$ cat src/rtl/object_bbox_tracker.sv
// Object bounding-box / centroid tracker.
// Accumulates per-frame object statistics from the thresholded pixel stream.
// At frame end it snapshots them and runs two restoring dividers (sum/count)
// to produce the centroid. One registered result is presented per frame.
module object_bbox_tracker #(
    parameter int MIN_PIXELS = 64,
    parameter int X_W        = 10,
    parameter int Y_W        = 10,
    parameter int CNT_W      = 19,
    parameter int SUM_W      = 28
) (
    input  logic             clk,
    input  logic             rst,
    input  logic             object_pixel,
    input  logic [X_W-1:0]   x,
    input  logic [Y_W-1:0]   y,
    input  logic             pixel_valid,
    input  logic             frame_valid,
    output logic [X_W-1:0]   bbox_x_min,
    output logic [X_W-1:0]   bbox_x_max,
    output logic [Y_W-1:0]   bbox_y_min,
    output logic [Y_W-1:0]   bbox_y_max,
    output logic [X_W-1:0]   centroid_x,
    output logic [Y_W-1:0]   centroid_y,
    output logic [CNT_W-1:0] pixel_count,
    output logic             object_found,
    output logic             result_valid,
    output logic             busy,
    output logic             overrun
);

    localparam int                STEP_W    = $clog2(SUM_W + 1);
    localparam logic [STEP_W-1:0] LAST_STEP = STEP_W'(SUM_W);
    localparam logic [CNT_W-1:0]  MIN_CNT   = CNT_W'(MIN_PIXELS);

    typedef enum logic [1:0] {A_SYNC, A_WAIT, A_ACCUM} acc_state_t;
    typedef enum logic [1:0] {D_IDLE, D_DIV, D_SHORT} div_state_t;

    acc_state_t       acc_q;
    div_state_t       div_q;
    logic             fv_q;

    // Live per-frame accumulators
    logic [X_W-1:0]   min_x_q, max_x_q;
    logic [Y_W-1:0]   min_y_q, max_y_q;
    logic [CNT_W-1:0] cnt_q;
    logic [SUM_W-1:0] sum_x_q, sum_y_q;

    // Snapshot / divider state
    logic [CNT_W-1:0]  hold_cnt_q;
    logic [X_W-1:0]    hold_x_min_q, hold_x_max_q;
    logic [Y_W-1:0]    hold_y_min_q, hold_y_max_q;
    logic [SUM_W-1:0]  quo_x_q, quo_y_q, quo_x_d, quo_y_d;
    logic [CNT_W-1:0]  rem_x_q, rem_y_q, rem_x_d, rem_y_d;
    logic [STEP_W-1:0] step_q;

    // Registered outputs
    logic [X_W-1:0]   bbox_x_min_q, bbox_x_max_q, centroid_x_q;
    logic [Y_W-1:0]   bbox_y_min_q, bbox_y_max_q, centroid_y_q;
    logic [CNT_W-1:0] pixel_count_q;
    logic             object_found_q, result_valid_q, busy_q, overrun_q;

    logic rise, fall, hit, snap;

    assign rise = frame_valid & ~fv_q;
    assign fall = ~frame_valid & fv_q;
    assign hit  = frame_valid & pixel_valid & object_pixel;
    assign snap = (acc_q == A_ACCUM) && fall;

    // One restoring-division step: shift in the next dividend bit, subtract if it fits.
    // The remainder always stays below the divisor, so the difference fits CNT_W bits.
    function automatic logic [CNT_W+SUM_W-1:0] div_step(
        input logic [CNT_W-1:0] rem,
        input logic [SUM_W-1:0] quo,
        input logic [CNT_W-1:0] dvs
    );
        logic [CNT_W:0]   shifted;
        logic [CNT_W-1:0] diff;
        shifted = {rem, quo[SUM_W-1]};
        diff    = shifted[CNT_W-1:0] - dvs;
        if (shifted >= {1'b0, dvs}) begin
            return {diff, quo[SUM_W-2:0], 1'b1};
        end
        return {shifted[CNT_W-1:0], quo[SUM_W-2:0], 1'b0};
    endfunction

    // Next divider step for both axes, sharing the snapshotted count as divisor
    always_comb begin
        {rem_x_d, quo_x_d} = div_step(rem_x_q, quo_x_q, hold_cnt_q);
        {rem_y_d, quo_y_d} = div_step(rem_y_q, quo_y_q, hold_cnt_q);
    end

    // Frame-edge tracking and per-frame accumulation FSM
    always_ff @(posedge clk or posedge rst) begin
        if (rst) begin
            fv_q    <= 1'b0;
            acc_q   <= A_SYNC;
            min_x_q <= '1;
            max_x_q <= '0;
            min_y_q <= '1;
            max_y_q <= '0;
            cnt_q   <= '0;
            sum_x_q <= '0;
            sum_y_q <= '0;
        end else begin
            fv_q <= frame_valid;
            case (acc_q)
                // A frame already running at reset release is skipped entirely
                A_SYNC: if (!frame_valid) acc_q <= A_WAIT;
                A_WAIT: begin
                    if (rise) begin
                        acc_q <= A_ACCUM;
                        if (hit) begin
                            min_x_q <= x;
                            max_x_q <= x;
                            min_y_q <= y;
                            max_y_q <= y;
                            cnt_q   <= CNT_W'(1);
                            sum_x_q <= SUM_W'(x);
                            sum_y_q <= SUM_W'(y);
                        end else begin
                            min_x_q <= '1;
                            max_x_q <= '0;
                            min_y_q <= '1;
                            max_y_q <= '0;
                            cnt_q   <= '0;
                            sum_x_q <= '0;
                            sum_y_q <= '0;
                        end
                    end
                end
                A_ACCUM: begin
                    if (fall) begin
                        acc_q <= A_WAIT;
                    end else if (hit) begin
                        if (x < min_x_q) min_x_q <= x;
                        if (x > max_x_q) max_x_q <= x;
                        if (y < min_y_q) min_y_q <= y;
                        if (y > max_y_q) max_y_q <= y;
                        if (cnt_q != '1) cnt_q <= cnt_q + 1'b1;
                        sum_x_q <= sum_x_q + SUM_W'(x);
                        sum_y_q <= sum_y_q + SUM_W'(y);
                    end
                end
                default: acc_q <= A_SYNC;
            endcase
        end
    end

    // Snapshot, centroid division and result publication FSM
    always_ff @(posedge clk or posedge rst) begin
        if (rst) begin
            div_q          <= D_IDLE;
            hold_cnt_q     <= '0;
            hold_x_min_q   <= '0;
            hold_x_max_q   <= '0;
            hold_y_min_q   <= '0;
            hold_y_max_q   <= '0;
            quo_x_q        <= '0;
            quo_y_q        <= '0;
            rem_x_q        <= '0;
            rem_y_q        <= '0;
            step_q         <= '0;
            bbox_x_min_q   <= '0;
            bbox_x_max_q   <= '0;
            bbox_y_min_q   <= '0;
            bbox_y_max_q   <= '0;
            centroid_x_q   <= '0;
            centroid_y_q   <= '0;
            pixel_count_q  <= '0;
            object_found_q <= 1'b0;
            result_valid_q <= 1'b0;
            busy_q         <= 1'b0;
            overrun_q      <= 1'b0;
        end else begin
            result_valid_q <= 1'b0;
            overrun_q      <= 1'b0;
            // A frame ending while the previous one is still in flight is dropped
            if (snap && div_q != D_IDLE) overrun_q <= 1'b1;
            case (div_q)
                D_IDLE: begin
                    if (snap) begin
                        hold_cnt_q   <= cnt_q;
                        hold_x_min_q <= min_x_q;
                        hold_x_max_q <= max_x_q;
                        hold_y_min_q <= min_y_q;
                        hold_y_max_q <= max_y_q;
                        quo_x_q      <= sum_x_q;
                        quo_y_q      <= sum_y_q;
                        rem_x_q      <= '0;
                        rem_y_q      <= '0;
                        step_q       <= '0;
                        if (cnt_q >= MIN_CNT) begin
                            div_q  <= D_DIV;
                            busy_q <= 1'b1;
                        end else begin
                            div_q <= D_SHORT;
                        end
                    end
                end
                D_DIV: begin
                    if (step_q != LAST_STEP) begin
                        step_q  <= step_q + 1'b1;
                        quo_x_q <= quo_x_d;
                        quo_y_q <= quo_y_d;
                        rem_x_q <= rem_x_d;
                        rem_y_q <= rem_y_d;
                    end else begin
                        bbox_x_min_q   <= hold_x_min_q;
                        bbox_x_max_q   <= hold_x_max_q;
                        bbox_y_min_q   <= hold_y_min_q;
                        bbox_y_max_q   <= hold_y_max_q;
                        centroid_x_q   <= quo_x_q[X_W-1:0];
                        centroid_y_q   <= quo_y_q[Y_W-1:0];
                        pixel_count_q  <= hold_cnt_q;
                        object_found_q <= 1'b1;
                        result_valid_q <= 1'b1;
                        busy_q         <= 1'b0;
                        div_q          <= D_IDLE;
                    end
                end
                D_SHORT: begin
                    bbox_x_min_q   <= '0;
                    bbox_x_max_q   <= '0;
                    bbox_y_min_q   <= '0;
                    bbox_y_max_q   <= '0;
                    centroid_x_q   <= '0;
                    centroid_y_q   <= '0;
                    pixel_count_q  <= hold_cnt_q;
                    object_found_q <= 1'b0;
                    result_valid_q <= 1'b1;
                    div_q          <= D_IDLE;
                end
                default: div_q <= D_IDLE;
            endcase
        end
    end

    assign bbox_x_min   = bbox_x_min_q;
    assign bbox_x_max   = bbox_x_max_q;
    assign bbox_y_min   = bbox_y_min_q;
    assign bbox_y_max   = bbox_y_max_q;
    assign centroid_x   = centroid_x_q;
    assign centroid_y   = centroid_y_q;
    assign pixel_count  = pixel_count_q;
    assign object_found = object_found_q;
    assign result_valid = result_valid_q;
    assign busy         = busy_q;
    assign overrun      = overrun_q;

endmodule
$ cat config.mk
export PLATFORM = sky130hd
export DESIGN_NAME = object_bbox_tracker
export DESIGN_NICKNAME = d
export VERILOG_FILES = /design/src/rtl/object_bbox_tracker.sv
export SDC_FILE = /design/constraint.sdc
export NUM_CORES = 1
export LEC_CHECK = 0
export ABC_CLOCK_PERIOD_IN_PS = 18800
export CAP_MARGIN = 20
export CORE_ASPECT_RATIO = 0.8
export CORE_MARGIN = 3
export CORE_UTILIZATION = 50
export CTS_CLUSTER_DIAMETER = 80
export DETAILED_ROUTE_END_ITERATION = 7
export GPL_TIMING_DRIVEN = 0
export PLACE_DENSITY = 0.69
export REMOVE_ABC_BUFFERS = 1
export SLEW_MARGIN = 20
export SYNTH_ARGS = -nofsm -noshare
export SYNTH_HDL_FRONTEND = slang
export SYNTH_SLANG_ARGS = --single-unit
export TNS_END_PERCENT = 1
$ cat constraint.sdc
create_clock -name clk -period 18.8 [get_ports clk]
set_input_delay 3.76 -clock clk [delete_from_list [all_inputs] [get_ports clk]]
set_output_delay 3.76 -clock clk [all_outputs]
set_load 0.01 [all_outputs]
==> impl_metrics.ini <==
[run_status]
run_status = finished clean

[logic_synthesis]
post_synthesis_instance_area_um2 = 18700
synth-seq-cells = 361
synthesis.area_per_instance_um2 = 9.96
post-synth-top-area-fraction_pct = 45.7
synth.lib_cells_used.distinct = 79
synth_top_area_cell = sky130_fd_sc_hd__dfrtp_1
synth_cells = 1874
post_synth_main_area_contributors = sky130_fd_sc_hd__dfrtp_1, sky130_fd_sc_hd__ha_1, sky130_fd_sc_hd__o21ai_0
asyncSetResetFlopFracSynth_pct = 100
ys_warn_count = 0
ys.flop_type = sky130_fd_sc_hd__dfrtp_1
portion_of_the_post_synthesis_area_used_by_sequential_elements_pct = 48.5
synth_edf_count = 0

[global_route]
track_usage_pct = 22.4
grt_pass1_wl_mm = 74.1
grt_max_degree = 90
antenna_violations_before_repair = 1
grt_pass1_vias = 14100
gr-total-overflow = 0

[pwr]
pwr-share-comb_pct = 28.5
ir_drop_mv = 0.0716
share_clk_of_total_power_pct = 30.9
cellLeakagePower_nw = 9.77
overall_power_consumption_mw = 2.62
internal_power_mw = 1.76
p_sw_share_pct = 32.9
pwr-share-seq_pct = 40.6
power_density_relative_to_cell_area_nw_per_um2 = 120
netSwitchingPower_mw = 0.862

[cells_and_area]
layout-drive-gt1-share_pct = 7.32
final_cells = 2461
area_delta_synth_final_pct = 17.3
finish.net_count = 2083
layout.cells.most_common = sky130_fd_sc_hd__dfrtp_1
insertedDiodeCount = 0
fillers = 3041
layout_common_cells = sky130_fd_sc_hd__dfrtp_1, sky130_fd_sc_hd__nand2_1, sky130_fd_sc_hd__o21ai_0

[place]
gp_congestion = 0.872
pre_cts_slack_ns = 11.51
io_buffer_count = 107
place.detailed.instances = 2389
detailedPlacementHpwl_mm = 30.4

[floorplan]
y_dimension_of_the_die_um = 179
core_area_um2 = 36400
width_of_the_die_um = 222
die_area_um2 = 39700
rows = 62
starting_density_of_the_core_pct = 51.3
num_io_pins = 108

[worst_setup_path]
critical_path.max_stage_delay_ns = 0.72
cp_common_cell = sky130_fd_sc_hd__nand2_1
slowest_stage = sky130_fd_sc_hd__nor2b_1
critical_path.n_buffers_inverters = 1
critical_path.endpoint_type = register
timing.critical_path.arrival_ns = 6.78
crit_path_cell_trace = clkdlybuf4s50_1 -> nor2b_1 -> nand2_1 -> nand2_1 -> nand3_1 -> or2_0 -> o21ai_0
worst-path-max-fanout = 10
critical_path.startpoint_type = input port
kind_of_cell_with_the_highest_combined_delay_on_the_critical_path = simple AND/OR/NAND/NOR gates
critical_path_class = input port to register
crit_required_ns = 19.25

[timing]
timing.fmax_mhz = 158
layout_setup_ws_ns = 12.47
max-slew-margin-rel_pct = 40.0
finalHoldViolations = 0
finish_stage_setup_viols = 0
rsz_0062_raised_after_global_routing = no
fin_hold_ws_ns = 0.472
timing.setup.tns_ns = 0
finalCritPeriodShare_pct = 33.7
skew_ns = 0.00996
tightestPinTransition_ns = 0.900
finalCriticalPeriod_ns = 6.33
slew_viol_final = 0

[clocking]
clkTransAtPathRegs_ns = 0.06
clk-insertion-delay-late_ns = 0.53
cts_resized = 0
cts.sinks = 361
tritoncts.num_buffers = 38
count_of_h_tree_levels_built_during_cts = 2
post-cts-setup-buffers = 0
cts_buffer_depth = 3
clock_tree_from_tritoncts = yes
cts_hold_bufs = 0
ctsRootBufferMaster = sky130_fd_sc_hd__clkbuf_16

[route]
drcViolationCount = 0
drt_first_pass_iters = 5
dr_total_vias = 14200
viasPerCell = 5.78
detail_route.wirelength_mm = 44.2
drt_iter0_markers = 1037
detail_route.wl_per_cell_um = 18.0
antenna_left = 0

[flow_run]
maxCapViolCount = 0

[worst_hold_path]
min-delay-path-class = register to register
-- routing by layer --
layer	share of wire (%)	GRT usage [%]
met1	49	32.9
met2	45	35.0
met3	4.7	3.70
met4	1.7	5.28
met5	0.029	0
-- logic make-up after synthesis --
| kind of cell | after synthesis | share of synthesized area (%) |
|---|---|---|
| AO/OA/AOI/OAI | 528 | 18.6 |
| XOR/XNOR | 90 | 4.22 |
| adder cells (fa/ha/maj) | 107 | 7.33 |
| buffers and inverters | 185 | 3.83 |
| flip-flops | 361 | 48.5 |
| multiplexers | 86 | 4.63 |
| AND/OR/NAND/NOR | 517 | 12.8 |
-- synth_stat cells (all sizes together) (30+ instances only) --
| library cell | instances |
|---|---|
| xnor2 | 50 |
| clkbuf | 72 |
| nor2 | 107 |
| o21ai | 211 |
| ha | 103 |
| a22o | 70 |
| dfrtp | 341 |
| mux2i | 83 |
| nand3 | 42 |
| inv | 93 |
| a21oi | 83 |
| nand4 | 30 |
| nand2 | 240 |
| xor2 | 40 |
-- final timing paths --
| check | start | endpoint | slack [ns] | cells after the start |
|---|---|---|---|---|
| min in group asynchronous | rst | pixel_count[16] | 3.66 | 2 |
| max in group asynchronous | rst | min_x_q[6] | 13.18 | 6 |
| setup / recovery | frame_valid | rem_y_q[14] | 12.47 | 7 |
| hold reg to reg | pixel_count[17] | pixel_count[17] | 0.47 | 2 |
| hold / removal | pixel_count[17] | pixel_count[17] | 0.47 | 2 |
| setup reg to reg | hold_cnt_q[0] | rem_y_q[14] | 15.28 | 10 |
-- sequential cells by signal, summed over array words and instances (netlist names), 19 cells and up --
signal and flops:
quo_y_q 28, sum_y_q 28, cnt_q 19, pixel_count 19
quo_x_q 28, sum_x_q 28, rem_x_q 19, hold_cnt_q 19
rem_y_q 19
-- stage by stage --
stage,utilization [%],instance area (µm²)
floorplan,-,18300
global placement,54.9,20000
detailed placement,56.3,20500
CTS,60.0,21800
global route,60.2,21900
finish,60.2,21900
-- worst reg2reg max path, cell delays in order (launching register included) --
cell                       delay [ns]
sky130_fd_sc_hd__dfrtp_1         0.46
sky130_fd_sc_hd__ha_1            0.21
sky130_fd_sc_hd__inv_1           0.05
sky130_fd_sc_hd__fa_1            0.41
sky130_fd_sc_hd__nand3_1         0.14
sky130_fd_sc_hd__a21oi_1         0.12
sky130_fd_sc_hd__o311ai_2        0.50
sky130_fd_sc_hd__a31oi_1         0.22
sky130_fd_sc_hd__o32ai_4         0.46
sky130_fd_sc_hd__or2_0           0.61
sky130_fd_sc_hd__o21ai_0         0.20
-- layout make-up --
class / count / area, µm² / area share (%)
Clock inverter: 9 / 124 / 0.566
Clock buffer: 61 / 1240 / 5.67
Multi-Input combinational cell: 1328 / 8990 / 41.1
Sequential cell: 361 / 9060 / 41.4
Tap cell: 480 / 601 / 2.74
Inverter: 93 / 357 / 1.63
Timing Repair Buffer: 129 / 1520 / 6.95
-- power by group through the flow --
stage                     Combinational [mW]  Sequential [mW]  Clock (mW)
after detailed placement               0.739             1.08           0
after floorplan                        0.514             1.06           0
after global placement                 0.689             1.07           0
after CTS                              0.747             1.06       0.826
final                                  0.747             1.06       0.809
after global routing                   0.850             1.09       0.855
Power figures use the tool's default switching activity.
